<file path="config.mk">
export PLATFORM = sky130hd
export DESIGN_NAME = reg_file
export DESIGN_NICKNAME = d
export VERILOG_FILES = /design/src/rtl/rv_pkg.sv /design/src/rtl/reg_file_rd_port.sv /design/src/rtl/reg_file.sv
export SDC_FILE = /design/constraint.sdc
export NUM_CORES = 2
export LEC_CHECK = 0
export BUFFER_PORTS_ARGS = -buffer_cell sky130_fd_sc_hd__buf_2
export CAP_MARGIN = 20
export CELL_PAD_IN_SITES_DETAIL_PLACEMENT = 1
export CELL_PAD_IN_SITES_GLOBAL_PLACEMENT = 1
export CORE_AREA = 4 4 398 400
export DETAILED_ROUTE_END_ITERATION = 12
export DIE_AREA = 0 0 402 404
export GPL_ROUTABILITY_DRIVEN = 0
export PLACE_DENSITY = 0.61
export SLEW_MARGIN = 10
export SYNTH_ARGS = -nofsm -noshare
export SYNTH_HDL_FRONTEND = slang
export SYNTH_SLANG_ARGS = --single-unit
</file>
<file path="constraint.sdc">
create_clock -name clk -period 57.5 [get_ports clk]
set_clock_uncertainty 0.2 [all_clocks]
set_input_delay 8.625 -clock clk [delete_from_list [all_inputs] [get_ports clk]]
set_output_delay 8.625 -clock clk [all_outputs]
set_load 0.02 [all_outputs]
</file>
<file path="src/rtl/rv_pkg.sv">
// rtl/rv_pkg.sv - shared RV32I datapath widths and ABI register indices
package rv_pkg;

   localparam int XLEN = 32;
   localparam int NREG = 32;
   localparam int AW   = 5;

   typedef logic [XLEN-1:0] xword_t;
   typedef logic [AW-1:0]   reg_idx_t;

   localparam int REG_ZERO = 0;

   localparam reg_idx_t RA = 5'd1;
   localparam reg_idx_t SP = 5'd2;
   localparam reg_idx_t GP = 5'd3;
   localparam reg_idx_t TP = 5'd4;
   localparam reg_idx_t T0 = 5'd5;
   localparam reg_idx_t A0 = 5'd10;
   localparam reg_idx_t A1 = 5'd11;

endpackage

</file>
<file path="src/rtl/reg_file_rd_port.sv">
// rtl/reg_file_rd_port.sv - combinational register read mux with x0 forced to zero
module reg_file_rd_port
   import rv_pkg::*;
#(
   parameter int XLEN = rv_pkg::XLEN,
   parameter int NREG = rv_pkg::NREG,
   parameter int AW   = rv_pkg::AW
) (
   input  logic [AW-1:0]   addr,
   input  logic [XLEN-1:0] regs [NREG],
   output logic [XLEN-1:0] data
);

   // Masking here as well as on the write side keeps x0 at zero even if the
   // storage slot were ever disturbed.
   assign data = (addr == AW'(REG_ZERO)) ? '0 : regs[addr];

endmodule

</file>
<file path="src/rtl/reg_file.sv">
// rtl/reg_file.sv - RV32I integer register file, one write port, three async read ports
module reg_file
   import rv_pkg::*;
#(
   parameter int XLEN = rv_pkg::XLEN,
   parameter int NREG = rv_pkg::NREG,
   parameter int AW   = rv_pkg::AW
) (
   input  logic            clk,
   input  logic            rst,
   input  logic            reg_write,
   input  logic [AW-1:0]   rd_addr,
   input  logic [XLEN-1:0] rd_data,
   input  logic [AW-1:0]   rs1_addr,
   input  logic [AW-1:0]   rs2_addr,
   output logic [XLEN-1:0] rs1_data,
   output logic [XLEN-1:0] rs2_data,
   input  logic [AW-1:0]   dbg_addr,
   output logic [XLEN-1:0] dbg_data
);

   logic [XLEN-1:0] regs [NREG];

   assign regs[0] = '0;

   // Slot 0 has no flop at all, so writes to x0 simply have nowhere to land.
   for (genvar g = 1; g < NREG; g++) begin : g_reg
      always_ff @(posedge clk or posedge rst) begin
         if (rst) begin
            regs[g] <= '0;
         end else if (reg_write && (rd_addr == AW'(g))) begin
            regs[g] <= rd_data;
         end
      end
   end

   // Reads deliberately see only stored state: rd_data comes back through the
   // ALU from these outputs, so forwarding it would close a combinational loop.
   reg_file_rd_port #(.XLEN(XLEN), .NREG(NREG), .AW(AW)) u_rs1 (
      .addr (rs1_addr),
      .regs (regs),
      .data (rs1_data)
   );

   reg_file_rd_port #(.XLEN(XLEN), .NREG(NREG), .AW(AW)) u_rs2 (
      .addr (rs2_addr),
      .regs (regs),
      .data (rs2_data)
   );

   reg_file_rd_port #(.XLEN(XLEN), .NREG(NREG), .AW(AW)) u_dbg (
      .addr (dbg_addr),
      .regs (regs),
      .data (dbg_data)
   );

endmodule

</file>
Word-level counts from Yosys, hierarchy flattened:

Index checks and enable logic that the tools add are counted.

* magnitude comparators: 3
* eq/ne operators: 31
* multiplexer cells: 12
* bitwise operators: 3
* reduce and logical (&&, ||, !) cells: 34

Operators by type and width (count)
* binary-select mux 32 bit (select 5 bit): 3
* two-way mux 32 bit: 9
* equality test 5 bit, second input constant: 16
* equality test 5 x 4 -> 1 bit, second input constant: 8
* logical AND 1 bit: 31
* equality test 5 x 3 -> 1 bit, second input constant: 4
* >= comparator 6 bit, second input constant: 3
* NOT 5 -> 6 bit: 3
* zero test 5 bit: 3
* equality test 5 x 2 -> 1 bit, second input constant: 2
* equality test 5 x 1 -> 1 bit, second input constant: 1

* bits in registers: 992
* bits of input ports: 55
* output and inout port bits: 96
* logic and storage cells: 114

Longest topological paths before layout:

* depth in word-level cells: 5
* mapped depth: 10
* depth with buffers taken out: 5

Hierarchy:

From an unflattened synthesis, not the netlist that was laid out.

* cell total of the unflattened synthesis: 4217
* area total of the unflattened synthesis: 62202.2 um2

Modules (own cells, without submodules)
* reg_file: instances 1, cells an instance 2225, area each 37098.1 um2
* reg_file_rd_port: instances 3, cells an instance 664, area each 8368.0 um2

Worst setup path before layout:

No wires, ideal clock.

* path type: input port to output port
* from: input port rs1_addr[0]
* to: output port rs1_data[10]
* data arrival time: 10313 ps
* data required time: 48675 ps
* path slack: 38362 ps
* stages on the path: 8
* cell sequence: buf_4 > buf_4 > buf_2 > mux4_2 > nand2_1 > nand2_1 > o211ai_1 > o21ai_0

* word-level cells in the longest chain between the ends: 5
* elaborated cells on any way between the ends: 6
* those cells by class: 4 x mux; 1 x bitwise; 1 x reduce/logical

RTL lines
* start, declared: line reg_file.sv:14 `input logic [AW-1:0] rs1_addr,`
* NOT 5 -> 6 bit (implied by the code): line reg_file_rd_port.sv:16 `assign data = (addr == AW'(REG_ZERO)) ? '0 : regs[addr];`
* binary-select mux 32 bit (select 5 bit): line reg_file_rd_port.sv:16
* two-way mux 32 bit (implied by the code) (2 in series): line reg_file_rd_port.sv:16
* two-way mux 32 bit (*): line reg_file_rd_port.sv:16
* end, declared: line reg_file.sv:16 `output logic [XLEN-1:0] rs1_data,`

Every way passes the cells marked *; elsewhere a longest branch is shown, timed or not. The select of a mux whose other input is x is not followed.

Worst setup path after layout:

* from: input port rs2_addr[1]
* to: output port rs2_data[9]

* word-level cells in the longest chain between the ends: 5
* elaborated cells on any way between the ends: 6
* those cells by class: 4 x mux; 1 x bitwise; 1 x reduce/logical

RTL lines
* start, declared: line reg_file.sv:15 `input logic [AW-1:0] rs2_addr,`
* NOT 5 -> 6 bit (implied by the code): line reg_file_rd_port.sv:16
* binary-select mux 32 bit (select 5 bit): line reg_file_rd_port.sv:16
* two-way mux 32 bit (implied by the code) (2 in series): line reg_file_rd_port.sv:16
* two-way mux 32 bit (*): line reg_file_rd_port.sv:16
* end, declared: line reg_file.sv:17 `output logic [XLEN-1:0] rs2_data,`

Marks and branches as above.

==> qor.csv <==
metric,value,unit
status,finished clean,
top layer reached by signal wires,met4,
initial antenna violation count,8,
via count,44222,
leakage,28.8,nW
Worst Path Required,48.67,ns
Max IR drop VDD,29.7,uV
IO Count,151,
Cell variety after synth,41,
P_sw,0.000712,W
worst r2r src,regs[276],
Comb pwr share,24.4,%
first-pass GRT wire length,342000,microns
Switching Fraction,30.3,%
cell taking the most area after synthesis,dfrtp_1,
CP max stage delay,0.92,ns
Final Setup Violations,0,
Synth Register Bits,992,
initial DRC count,3893,
Detail Route Antenna Nets,0,
crit-path cells,buf_8 > buf_4 > buf_4 > mux4_2 > nor2b_1 > nor3_1 > a21oi_1 > o21ai_0 > buf_2,
Initial Util,39.7,%
nets,4597,
mean post-synth cell area,13.1,sq um
clock root cell,clkbuf_16,
"Seq/Total Area, Yosys",40.3,%
Worst path depth,9,
Setup TNS,0,ns
ys flop type,dfrtp_1,
Die W,402,microns
drt pass-1 iters,5,
Die ar.,162000,sq um
core area,155000,sq um
HP Start,regs[400],
Post-Syn Area,61600,sq um
clock share of power,34.2,%
All-Layer GR Usage,28.7,%
Worst Hold Slack,0.346,ns
vias in the first global route,46364,
"worst slack, placed",35.69,ns
Die H,404,microns
critical path launch point,rs2_addr[1],
area grow syn2layout,10.4,%
"Hold Vio Cnt, Final",0,
Syn Nets,4756,
Clock Latency Late Sink,0.73,ns
DRC,0,
post_cts resized,0,
most frequent CP cell,buf_4,
"commonest non-fill, non-tap cells in the layout","mux2_2, dfrtp_1, mux4_2",
Rel. slew slack,21.3,%
MaxCap Viol Count,0,
"most common cell after layout, fill and taps aside",mux2_2,
cell family with most CP delay,buffers and inverters,
Design Power,0.00235,W
synth warn,0,
Post-Syn Instances,4701,
Crit-path slowest cell,buf_4,
critical path peak fanout,79,
setup ws final,35.61,ns
met3 WL,14900,microns
hold_buf cts,0,
CP endpoint kind,output port,
Largest register FFs,992,
clock-pin slew on the worst setup and hold paths,0.06,ns
Final Util,43.8,%
period utilization,38.1,%
class of the worst hold path,register to register,
hpwl dp,130000,microns
maximum number of pins on one net before global-route repair,105,
Tmin final,21.89,ns
startpoint types,input pin,
RSZ-0062 raised after global routing,no,
met2 WL,108000,microns
largest registers,regs x992,
critical path class,input pin to output port,
H-tree Lvls,3,
Worst Max-Slew Pin Slew,1.18,ns
PwrDens,34.5,nW/um^2
"top cells by area, synth","dfrtp_1, mux4_2, mux2_2",
sequential share of power,41.4,%
top-area cell type share of the netlist area,40.3,%
final wirelength,234000,microns
routed len/inst,34.9,microns
Post-CTS Setup Inserts,0,
Port Buffers,150,
CTS tree,done,
Worst EP arrival,13.07,ns
"EDFF count, synth",0,
CTS Buf Count,115,
Largest Register,regs,
Post-synth ARST share,100,%
FP Rows,145,
internal power,0.00164,W
Register-to-Register Path Depth,1,
Vias per Instance,6.60,
FMAX,45.7,MHz
worst path bufs/invs,4,
layout cell share with drive strength beyond 1,46.3,%
Metal-1 WL,105000,microns
grt ovf,0,
CTS Buffer Depth,3,
WHS Path Cells,1,
Clock Sinks,992,
max-slew violations,0,
## Yosys cell counts, types with 3 or more instances
library cell and instances:
a211oi_1 14, a21oi_1 204, a221oi_1 93, a22oi_1 16, a311oi_1 4, a31oi_1 14, buf_1 77, buf_2 180
buf_4 11, clkbuf_1 253, dfrtp_1 992, mux2_1 8, mux2_2 1093, mux2i_1 251, mux4_2 568, nand2_1 356
nand2b_1 7, nand3_1 69, nand3b_1 4, nand4b_1 3, nor2_1 79, nor2b_1 116, nor3_1 84, o211ai_1 62
o21ai_0 62, o221ai_1 15, o22ai_1 14, o32a_1 29, or3_1 4
## final cells by class
class / count / area, sq um
Timing Repair Buffer: 247 / 1650
Clock buffer: 167 / 3440
Tap cell: 2058 / 2570
Sequential cell: 992 / 24800
Fill cell: 15756 / 87300
Clock inverter: 47 / 696
Antenna cell: 3 / 7.51
Inverter: 3 / 23.8
Multi-Input combinational cell: 3183 / 34800
## routing by layer
layer	up-vias	GRT usage, %
met2	1629	45.1
met1	24454	41.4
li1	17793	-
met4	0	7.98
met3	346	4.34
met5	-	0
## power groups by stage
stage	sequential [W]	combinational, W	clock, W
after CTS	0.000966	0.000574	0.000820
after floorplan	0.000933	0.000447	0
after detailed placement	0.000978	0.000571	0
after global routing	0.000992	0.000615	0.000849
final	0.000973	0.000572	0.000805
after global placement	0.000968	0.000561	0
## worst paths after layout
check                                   end  slack (ns)
worst max-delay path            rs2_data[9]       35.61
worst min register to register    regs[400]        0.35
worst min-delay path              regs[400]        0.35
max in group asynchronous         regs[392]       46.25
min in group asynchronous          regs[87]        7.77
worst max register to register    regs[276]       56.45
## per-stage QoR
step           cell area, sq um  std cells
2_1_floorplan             61600       4701
3_3_place_gp              63900       6482
3_5_place_dp              63900       6482
4_1_cts                   68000       6696
5_1_grt                   68000       6699
6_report                  68000       6700
## kinds of logic after synthesis
| group | after synthesis | synth area share [%] |
|---|---|---|
| flip-flops | 992 | 40.3 |
| multiplexers | 1920 | 45.0 |
| buffers and inverters | 526 | 3.66 |
| AND/OR/NAND/NOR | 731 | 5.38 |
| AO/OA/AOI/OAI | 532 | 5.70 |
(Power assumes the default switching activity.)
